$ cat src/rtl/pi_loop_controller.sv
// -----------------------------------------------------------------------------
// pi_loop_controller
//
// Runs one proportional-integral update per accepted ADC sample through an
// external 5-stage PI pipeline. The block owns the persistent integral,
// freezes every pipeline operand for the whole pass, saturates the pipeline
// result into the signed DAC code range and hands it to the DAC on a
// valid/ready channel.
//
// Flow: IDLE -> LAUNCH -> WAIT -> OUTPUT -> IDLE. WAIT falls back to IDLE
// with a sticky fault if the pipeline does not answer in TIMEOUT_CYCLES.
//
// Optional feature (compile-time macro):
//   PI_CTRL_ANTI_WINDUP_EN - when defined, a pass whose result saturated
//   (pi_overflow or pi_underflow) does not commit the new integral; the
//   saturated DAC code is still written.
//
// Ports:
//   clk, rst_n            clock, asynchronous active-low reset
//   enable                loop run enable (gates sample acceptance only)
//   clear_integral        level; zeroes the integral in IDLE and overrides
//                         the commit on a completing pass
//   kp, ki, setpoint      gains and target, sampled at accept
//   sample_valid/sample/sample_ready   ADC channel (ready is combinational)
//   pi_start, pi_actual, pi_setpoint,
//   pi_kp, pi_ki, pi_integral_input    pipeline launch and frozen operands
//   pi_result_valid, pi_overflow,
//   pi_underflow, pi_result,
//   pi_integral_result                 pipeline return
//   dac_valid/dac_data/dac_ready       DAC channel
//   integral              committed integral state
//   busy                  controller is not in IDLE
//   fault_timeout         sticky pipeline timeout flag, cleared by reset
// -----------------------------------------------------------------------------
module pi_loop_controller #(
  parameter int INPUT_WIDTH       = 18,
  parameter int OUTPUT_WIDTH      = 32,
  parameter int OUTPUT_RANGE_BITS = 20,
  parameter int TIMEOUT_CYCLES    = 15
) (
  input  logic                         clk,
  input  logic                         rst_n,
  input  logic                         enable,
  input  logic                         clear_integral,
  input  logic [OUTPUT_WIDTH-1:0]      kp,
  input  logic [OUTPUT_WIDTH-1:0]      ki,
  input  logic [INPUT_WIDTH-1:0]       setpoint,
  // ADC channel
  input  logic                         sample_valid,
  input  logic [INPUT_WIDTH-1:0]       sample,
  output logic                         sample_ready,
  // pipeline drive
  output logic                         pi_start,
  output logic [INPUT_WIDTH-1:0]       pi_actual,
  output logic [INPUT_WIDTH-1:0]       pi_setpoint,
  output logic [OUTPUT_WIDTH-1:0]      pi_kp,
  output logic [OUTPUT_WIDTH-1:0]      pi_ki,
  output logic [OUTPUT_WIDTH-1:0]      pi_integral_input,
  // pipeline return
  input  logic                         pi_result_valid,
  input  logic                         pi_overflow,
  input  logic                         pi_underflow,
  input  logic [OUTPUT_WIDTH-1:0]      pi_result,
  input  logic [OUTPUT_WIDTH-1:0]      pi_integral_result,
  // DAC channel
  output logic                         dac_valid,
  output logic [OUTPUT_RANGE_BITS-1:0] dac_data,
  input  logic                         dac_ready,
  // status
  output logic [OUTPUT_WIDTH-1:0]      integral,
  output logic                         busy,
  output logic                         fault_timeout
);

  typedef enum logic [1:0] {
    S_IDLE   = 2'd0,
    S_LAUNCH = 2'd1,
    S_WAIT   = 2'd2,
    S_OUTPUT = 2'd3
  } state_t;

  localparam int CNT_W = $clog2(TIMEOUT_CYCLES + 1);

  // wait_cnt counts completed WAIT cycles; the cycle holding this value is
  // the last one allowed before the timeout fires.
  localparam logic [CNT_W-1:0] WAIT_LAST = CNT_W'(TIMEOUT_CYCLES - 1);

  // Extreme signed DAC codes used when the pipeline reports saturation.
  localparam logic [OUTPUT_RANGE_BITS-1:0] DAC_MAX = {1'b0, {(OUTPUT_RANGE_BITS-1){1'b1}}};
  localparam logic [OUTPUT_RANGE_BITS-1:0] DAC_MIN = {1'b1, {(OUTPUT_RANGE_BITS-1){1'b0}}};

  state_t                         state;
  logic                           armed;
  logic [CNT_W-1:0]               wait_cnt;
  logic [OUTPUT_RANGE_BITS-1:0]   sat_code;
  logic [OUTPUT_WIDTH-1:0]        commit_value;

  // Only the low DAC-width bits of the pipeline result are ever used; the
  // upper bits are covered by the pipeline's own overflow/underflow flags.
  logic unused_result_msbs;
  assign unused_result_msbs = ^pi_result[OUTPUT_WIDTH-1:OUTPUT_RANGE_BITS];

  // The only combinational path from an input to an output: a new sample
  // can be taken in the same cycle the controller returns to IDLE.
  assign sample_ready = enable && (state == S_IDLE);

  // Saturated DAC code for the current pipeline return. Overflow takes
  // priority should a broken pipeline ever raise both flags.
  // NOTE: every always_comb output gets an unconditional default first so
  // no path leaves it unassigned, which would infer a latch.
  always_comb begin
    sat_code = pi_result[OUTPUT_RANGE_BITS-1:0];
    if (pi_overflow) begin
      sat_code = DAC_MAX;
    end else if (pi_underflow) begin
      sat_code = DAC_MIN;
    end
  end

  // Integral value written on a completing pass. clear_integral is applied
  // last so it wins over both the normal commit and anti-windup hold.
  always_comb begin
    commit_value = pi_integral_result;
`ifdef PI_CTRL_ANTI_WINDUP_EN
    if (pi_overflow || pi_underflow) begin
      commit_value = integral;
    end
`else
    // Saturated passes commit the pipeline integral like any other pass.
`endif
    if (clear_integral) begin
      commit_value = '0;
    end
  end

  // Controller FSM with all outputs registered.
  // NOTE: state registers use non-blocking assignments so every register
  // samples the pre-edge values, independent of statement order.
  always_ff @(posedge clk or negedge rst_n) begin
    if (!rst_n) begin
      // NOTE: the operand registers are reset too; they drive block outputs
      // and must not expose X to the pipeline before the first accept.
      state             <= S_IDLE;
      armed             <= 1'b0;
      wait_cnt          <= '0;
      pi_start          <= 1'b0;
      pi_actual         <= '0;
      pi_setpoint       <= '0;
      pi_kp             <= '0;
      pi_ki             <= '0;
      pi_integral_input <= '0;
      dac_valid         <= 1'b0;
      dac_data          <= '0;
      integral          <= '0;
      busy              <= 1'b0;
      fault_timeout     <= 1'b0;
    end else begin
      case (state)
        S_IDLE: begin
          if (clear_integral) begin
            integral <= '0;
          end
          if (sample_valid && sample_ready) begin
            // Freeze every operand for the whole pipeline pass.
            pi_actual         <= sample;
            pi_setpoint       <= setpoint;
            pi_kp             <= kp;
            pi_ki             <= ki;
            pi_integral_input <= integral;
            pi_start          <= 1'b1;
            busy              <= 1'b1;
            state             <= S_LAUNCH;
          end
        end

        S_LAUNCH: begin
          // pi_start was raised on the accept edge, so it is high for
          // exactly this one cycle.
          pi_start <= 1'b0;
          armed    <= 1'b0;
          wait_cnt <= '0;
          state    <= S_WAIT;
        end

        S_WAIT: begin
          // A valid still high from the previous pass must be seen low once
          // before a high valid can be trusted as this pass's result.
          if (!pi_result_valid) begin
            armed <= 1'b1;
          end
          if (armed && pi_result_valid) begin
            dac_data  <= sat_code;
            dac_valid <= 1'b1;
            integral  <= commit_value;
            state     <= S_OUTPUT;
          end else if (wait_cnt == WAIT_LAST) begin
            // Abandon the pass: no DAC write and the integral is untouched.
            fault_timeout <= 1'b1;
            busy          <= 1'b0;
            state         <= S_IDLE;
          end else begin
            wait_cnt <= wait_cnt + 1'b1;
          end
        end

        S_OUTPUT: begin
          // dac_data is held from the completion edge until the transfer.
          if (dac_ready) begin
            dac_valid <= 1'b0;
            busy      <= 1'b0;
            state     <= S_IDLE;
          end
        end

        default: begin
          state <= S_IDLE;
        end
      endcase
    end
  end

endmodule

$ cat config.mk
export PLATFORM = sky130hd
export DESIGN_NAME = pi_loop_controller
export DESIGN_NICKNAME = d
export VERILOG_FILES = /design/src/rtl/pi_loop_controller.sv
export SDC_FILE = /design/constraint.sdc
export NUM_CORES = 1
export LEC_CHECK = 0
export CORE_AREA = 2 2 139 141
export DETAILED_ROUTE_END_ITERATION = 10
export DIE_AREA = 0 0 141 143
export HOLD_SLACK_MARGIN = 0.08
export PLACE_DENSITY = 0.9
export SLEW_MARGIN = 20
export SYNTH_ARGS = -nofsm -noshare
export SYNTH_HDL_FRONTEND = slang
export SYNTH_SLANG_ARGS = --single-unit
$ cat constraint.sdc
create_clock -name clk -period 1.89 [get_ports clk]
set_input_delay 0.378 -clock clk [delete_from_list [all_inputs] [get_ports clk]]
set_output_delay 0.378 -clock clk [all_outputs]
set_load 0.01 [all_outputs]
Word level (Yosys, flattened, before mapping):

Cells that the tools add are included.

* bits in registers: 195
* input port bits: 173
* memories kept: 0
* bits in writable memories: 0
* memory bits (read-only): 0
* logic and storage cells: 72
* bits in latches: 0
* output and inout bits: 189

* div/mod/pow operators: 0
* multiplexer cells: 24
* multiply operators: 0
* magnitude comparators: 0
* $add $sub $neg: 1
* shift-type cells: 0
* eq/ne operators: 13
* bitwise logic cells: 1
* reduce and logical (&&, ||, !) cells: 19

Operator list (number)
* $mux W32: 3
* $pmux W32 S2: 1
* $mux W20: 2
* $reduce_and A3 Y1: 5
* $ne A2 B2 Y1 const B: 7
* $mux W2: 4
* $mux W4: 2
* $pmux W2 S4: 1
* $pmux W4 S2: 1
* $reduce_and A2 Y1: 4
* $reduce_bool A2 Y1: 4
* $mux W1: 6
* $pmux W1 S2: 3
* $reduce_and A5 Y1: 1
* $add A4 B1 Y4 const B: 1
* $eq A2 B2 Y1 const B: 2
* $eq A4 B4 Y1 const B: 1
* $logic_and A1 B1 Y1: 3
* $ne A3 B3 Y1 const B: 1
* $pmux W1 S3: 1
* $reduce_bool A3 Y1: 1
* $eq A2 B1 Y1 const B: 1
* $logic_not A2 Y1: 1
* $ne A2 B1 Y1 const B: 1
* $not A1 Y1: 1

Longest topological paths before layout:

* word-level depth: 5
* gate-level depth with buffers: 5
* mapped depth without buffers: 5

Least setup slack after synthesis:

Ideal clock, no wire load.

* kind: reg-to-reg
* start: register state[1]
* end: register pi_actual[10]
* setup time: 128 ps
* required time: 1762 ps
* period minus slack after synthesis: 1521 ps
* setup slack: 369 ps
* stages on the path, launching flop included: 5
* arrival: 1393 ps
* buffers on the path: 2
* cells stage by stage: dfrtp_1 > nor3_2 > buf_4 > buf_4 > mux2_1

* longest elaborated chain between the ends: 4

Ends and longest elaborated chain
* from (decl): line 92 `state_t state;`
* from (signal assigned): line 143 `state <= S_IDLE;`
* from (signal assigned): line 172 `state <= S_LAUNCH;`
* from (signal assigned): line 182 `state <= S_WAIT;`
* $logic_not A2 Y1 *: line 105, 158
* $logic_and A1 B1 Y1: line 105 `assign sample_ready = enable && (state == S_IDLE);`
* $logic_and A1 B1 Y1: line 163 `if (sample_valid && sample_ready) begin`
* $reduce_and A2 Y1 (no source line) *
* to (signal assigned): line 165 `pi_actual <= sample;`
* to (decl): line 54 `output logic [INPUT_WIDTH-1:0] pi_actual,`

Every way passes the cells marked *; elsewhere a longest branch is shown, timed or not.
A chain may end at the register's enable or synchronous reset.

Final worst setup path:

* start: register integral[8]
* end: output port integral[8]

RTL lines
* from (decl): line 70 `output logic [OUTPUT_WIDTH-1:0] integral,`
* from (signal assigned): line 194 `integral <= commit_value;`

No word-level cell between the ends.

==> flow_summary.yaml <==
clock_network:
  cts_buffers: 17
  clock_tree.htree_level_count: 4
  ctsRootBufferMaster: "sky130_fd_sc_hd__clkbuf_16"
  cts_tree: "built"
  clock_transition_at_path_regs_ns: 0.07
  cts_num_sinks: 195
  clk_path_buf_depth: 2
  clock_latency_ns: 0.42
routing:
  detailedRoute.firstIterationViolations: 169
  routed_wire_length_per_instance_um: 18.35
  detail_route.vias_per_cell: 4.936
  drc_errors: 0
  drt_wl_total_um: 20370
  final_antenna_net_count: 0
  route.vias.total: 5479
  drt_pre_antenna_iters: 4
synth:
  ys_top_cells_by_area: "sky130_fd_sc_hd__dfrtp_1, sky130_fd_sc_hd__mux2_2, sky130_fd_sc_hd__mux2_1"
  fraction_of_post_synthesis_cell_area_in_the_top_cell_type_by_area: 0.6630
  netlist-cell-type-count: 27
  mappedNetlistNets: 669
  netlist_area_um2: 7360
  synth-seq-cells: 195
  synth-seq-area-share: 0.6630
  yosys_warnings: 0
  leading_area_contributor_after_synthesis: "sky130_fd_sc_hd__dfrtp_1"
  synth.avg_cell_area_um2: 14.90
  number_of_cells_produced_by_synthesis: 494
worst_hold_path:
  holdCritPathClass: "input pin to async pin"
grt:
  via_count_of_the_first_global_routing_pass: 5780
  grt_overflow: 0
  globalRouteTotalUtil: 0.2018
  grt_start_max_net_pins: 51
  grt_first_pass_wirelength_um: 31430
  antenna_found_initial: 0
timing:
  worst_slew_pin_slew_ns: 0.4324
  maxSlewHeadroom: 0.7117
  min_period_over_period: 0.9482
  rsz0062_at_grt: "no"
  maxSlewViolCount: 0
  achievable-frequency_mhz: 558.0
  fin_worst_skew_ns: 0.01139
  hold-worst-slack_ns: 0.4737
  count_of_final_hold_check_violations: 0
  timing.final.crit_period_ns: 1.792
  setup_viol_count_final: 0
worst_setup_path:
  crit_buf_inv: 1
  crit_family: "buffers and inverters"
  critPathArrivalTime_ns: 1.41
  cp_data_required_time_ns: 1.51
  max_stage_delay_ns: 0.56
  crit_chain: "clkdlybuf4s50_1"
  critical_path_sink_type: "output port"
  reg2reg_slack_ns: 0.17
  worst-setup-path-type: "flop to output port"
  kind_of_start_point_of_the_critical_path: "flop"
  critical_path_peak_fanout: 3
  critical-path-slowest-cell: "sky130_fd_sc_hd__clkdlybuf4s50_1"
floorplanning:
  core.rowCount: 50
  dieArea_um2: 20160
  chipHeight_um: 143
  chipWidth_um: 141
  design.portCount: 362
  coreArea_um2: 18580
  initial_core_utilization: 0.3961
power_and_ir_drop:
  vdd_drop_max_v: 0.0008126
  pwr_density_cell_nw_per_um2: 1592
  p_leak_nw: 5.240
placement:
  dpl.hpwl_um: 15500
  placed_area_um2: 11380
  place.port_buffers: 349
  weighted_congestion_at_the_end_of_routability_driven_global_placement: 0.7529
final_layout:
  nNetsFinal: 1038
  post_route_cells_drive_above_1_share: 0.1598
  design_area_um2: 11960
  layout.filler_cells: 1362
  leading_cell_types_in_the_layout_fill_and_taps_excluded: "sky130_fd_sc_hd__clkdlybuf4s50_1, sky130_fd_sc_hd__dfrtp_1, sky130_fd_sc_hd__mux2_2"
  mostFrequentLayoutCell: "sky130_fd_sc_hd__clkdlybuf4s50_1"
  num_antenna_cells: 0
  synthToLayoutAreaGrowth_pct: 62.51
run_status:
  run_status: "finished, final reports clean"
run:
  max_capacitance_violation_count: 0
==> final timing paths <==
kind                                          from                    endpoint  cells after the start
hold reg to reg              dac_valid$_DFFE_PN0P_       dac_valid$_DFFE_PN0P_                      2
setup / recovery           integral[8]$_DFFE_PN0P_                 integral[8]                      1
max in group asynchronous                    rst_n       pi_ki[25]$_DFFE_PN0P_                      3
setup reg to reg              state[0]$_DFFE_PN0P_  pi_setpoint[0]$_DFFE_PN0P_                      5
hold / removal                               rst_n   pi_actual[12]$_DFFE_PN0P_                      2
min in group clk             dac_valid$_DFFE_PN0P_       dac_valid$_DFFE_PN0P_                      2
==> stage by stage <==
step	instances	power, W	utilization	setup slack [ns]	TNS [ns]
CTS	1110	0.01927	0.6434	0.04205	0
floorplan	494	0.01035	-	0.3691	0
global placement	1077	0.01535	0.6123	-0.2118	-12.02
detailed placement	1077	0.01572	0.6123	-0.1845	-13.49
global route	1110	0.02010	0.6437	0.01313	0
finish	1110	0.01904	0.6437	0.09786	0
==> report_power, final <==
part           internal (W)  leakage (nW)  total (W)  switching (W)
Clock               0.00181         0.274    0.00348        0.00167
Combinational       0.00504          2.52    0.00820        0.00316
Sequential          0.00616          2.45    0.00736        0.00121
==> sequential cells by signal, summed over array words and instances (netlist names) <==
name               cells
integral              32
pi_integral_input     32
pi_ki                 32
pi_kp                 32
dac_data              20
pi_actual             18
pi_setpoint           18
wait_cnt               4
state                  2
armed                  1
busy                   1
dac_valid              1
fault_timeout          1
pi_start               1
==> metal layers <==
layer  vias up  global-route usage  part of all wire
met5         -                   0                 0
met4         0             0.06632             0.016
met3        26             0.05835             0.071
met2       238              0.3638              0.53
met1      2712              0.2315              0.39
li1       2503                   -                 -
==> kinds of logic after synthesis <==
kind of cell | synth area share
flip-flops | 0.6630
multiplexers | 0.2088
AO/OA/AOI/OAI | 0.07192
AND/OR/NAND/NOR | 0.03094
buffers and inverters | 0.02193
adder cells (fa/ha/maj) | 0.003400
==> Yosys cell counts <==
library cell / instances
sky130_fd_sc_hd__dfrtp_1: 195
sky130_fd_sc_hd__mux2_2: 74
sky130_fd_sc_hd__mux2_1: 58
sky130_fd_sc_hd__a22o_1: 32
sky130_fd_sc_hd__nand2_1: 28
sky130_fd_sc_hd__o21ai_0: 22
sky130_fd_sc_hd__a21oi_1: 20
sky130_fd_sc_hd__buf_2: 12
sky130_fd_sc_hd__clkbuf_1: 10
sky130_fd_sc_hd__buf_4: 7
sky130_fd_sc_hd__mux2i_1: 5
sky130_fd_sc_hd__nand3_1: 5
sky130_fd_sc_hd__nor2_1: 4
sky130_fd_sc_hd__and3_1: 3
sky130_fd_sc_hd__nand2b_1: 3
sky130_fd_sc_hd__a21o_1: 2
sky130_fd_sc_hd__ha_1: 2
sky130_fd_sc_hd__inv_1: 2
sky130_fd_sc_hd__nand4_1: 2
sky130_fd_sc_hd__a31o_2: 1
sky130_fd_sc_hd__clkinv_1: 1
sky130_fd_sc_hd__nand4b_1: 1
sky130_fd_sc_hd__nor2b_1: 1
sky130_fd_sc_hd__nor3_2: 1
sky130_fd_sc_hd__nor3b_1: 1
sky130_fd_sc_hd__o21a_1: 1
sky130_fd_sc_hd__o31ai_1: 1
==> what timing repair did <==
item                                    in CTS  in global routing
buffers inserted                             0                  0
resized for setup                            1                  2
cloned                                       0                  0
endpoints found under the setup margin       1                  1
hold buffers                                 1                  0
hold endpoints to repair                    42                  0
pin swaps                                    0                  0
==> area by class of cell <==
| class | instances | area, um^2 | share of cell area |
|---|---|---|---|
| inverters | 3 | 11.26 | 0.0009415 |
| well taps | 234 | 292.8 | 0.02448 |
| clock inverters | 13 | 116.4 | 0.009729 |
| multi-input cells | 267 | 2332 | 0.1950 |
| flip-flops and latches | 195 | 4880 | 0.4080 |
| clock buffers | 19 | 452.9 | 0.03787 |
| repair buffers | 379 | 3875 | 0.3240 |
(Power assumes the default switching activity.)
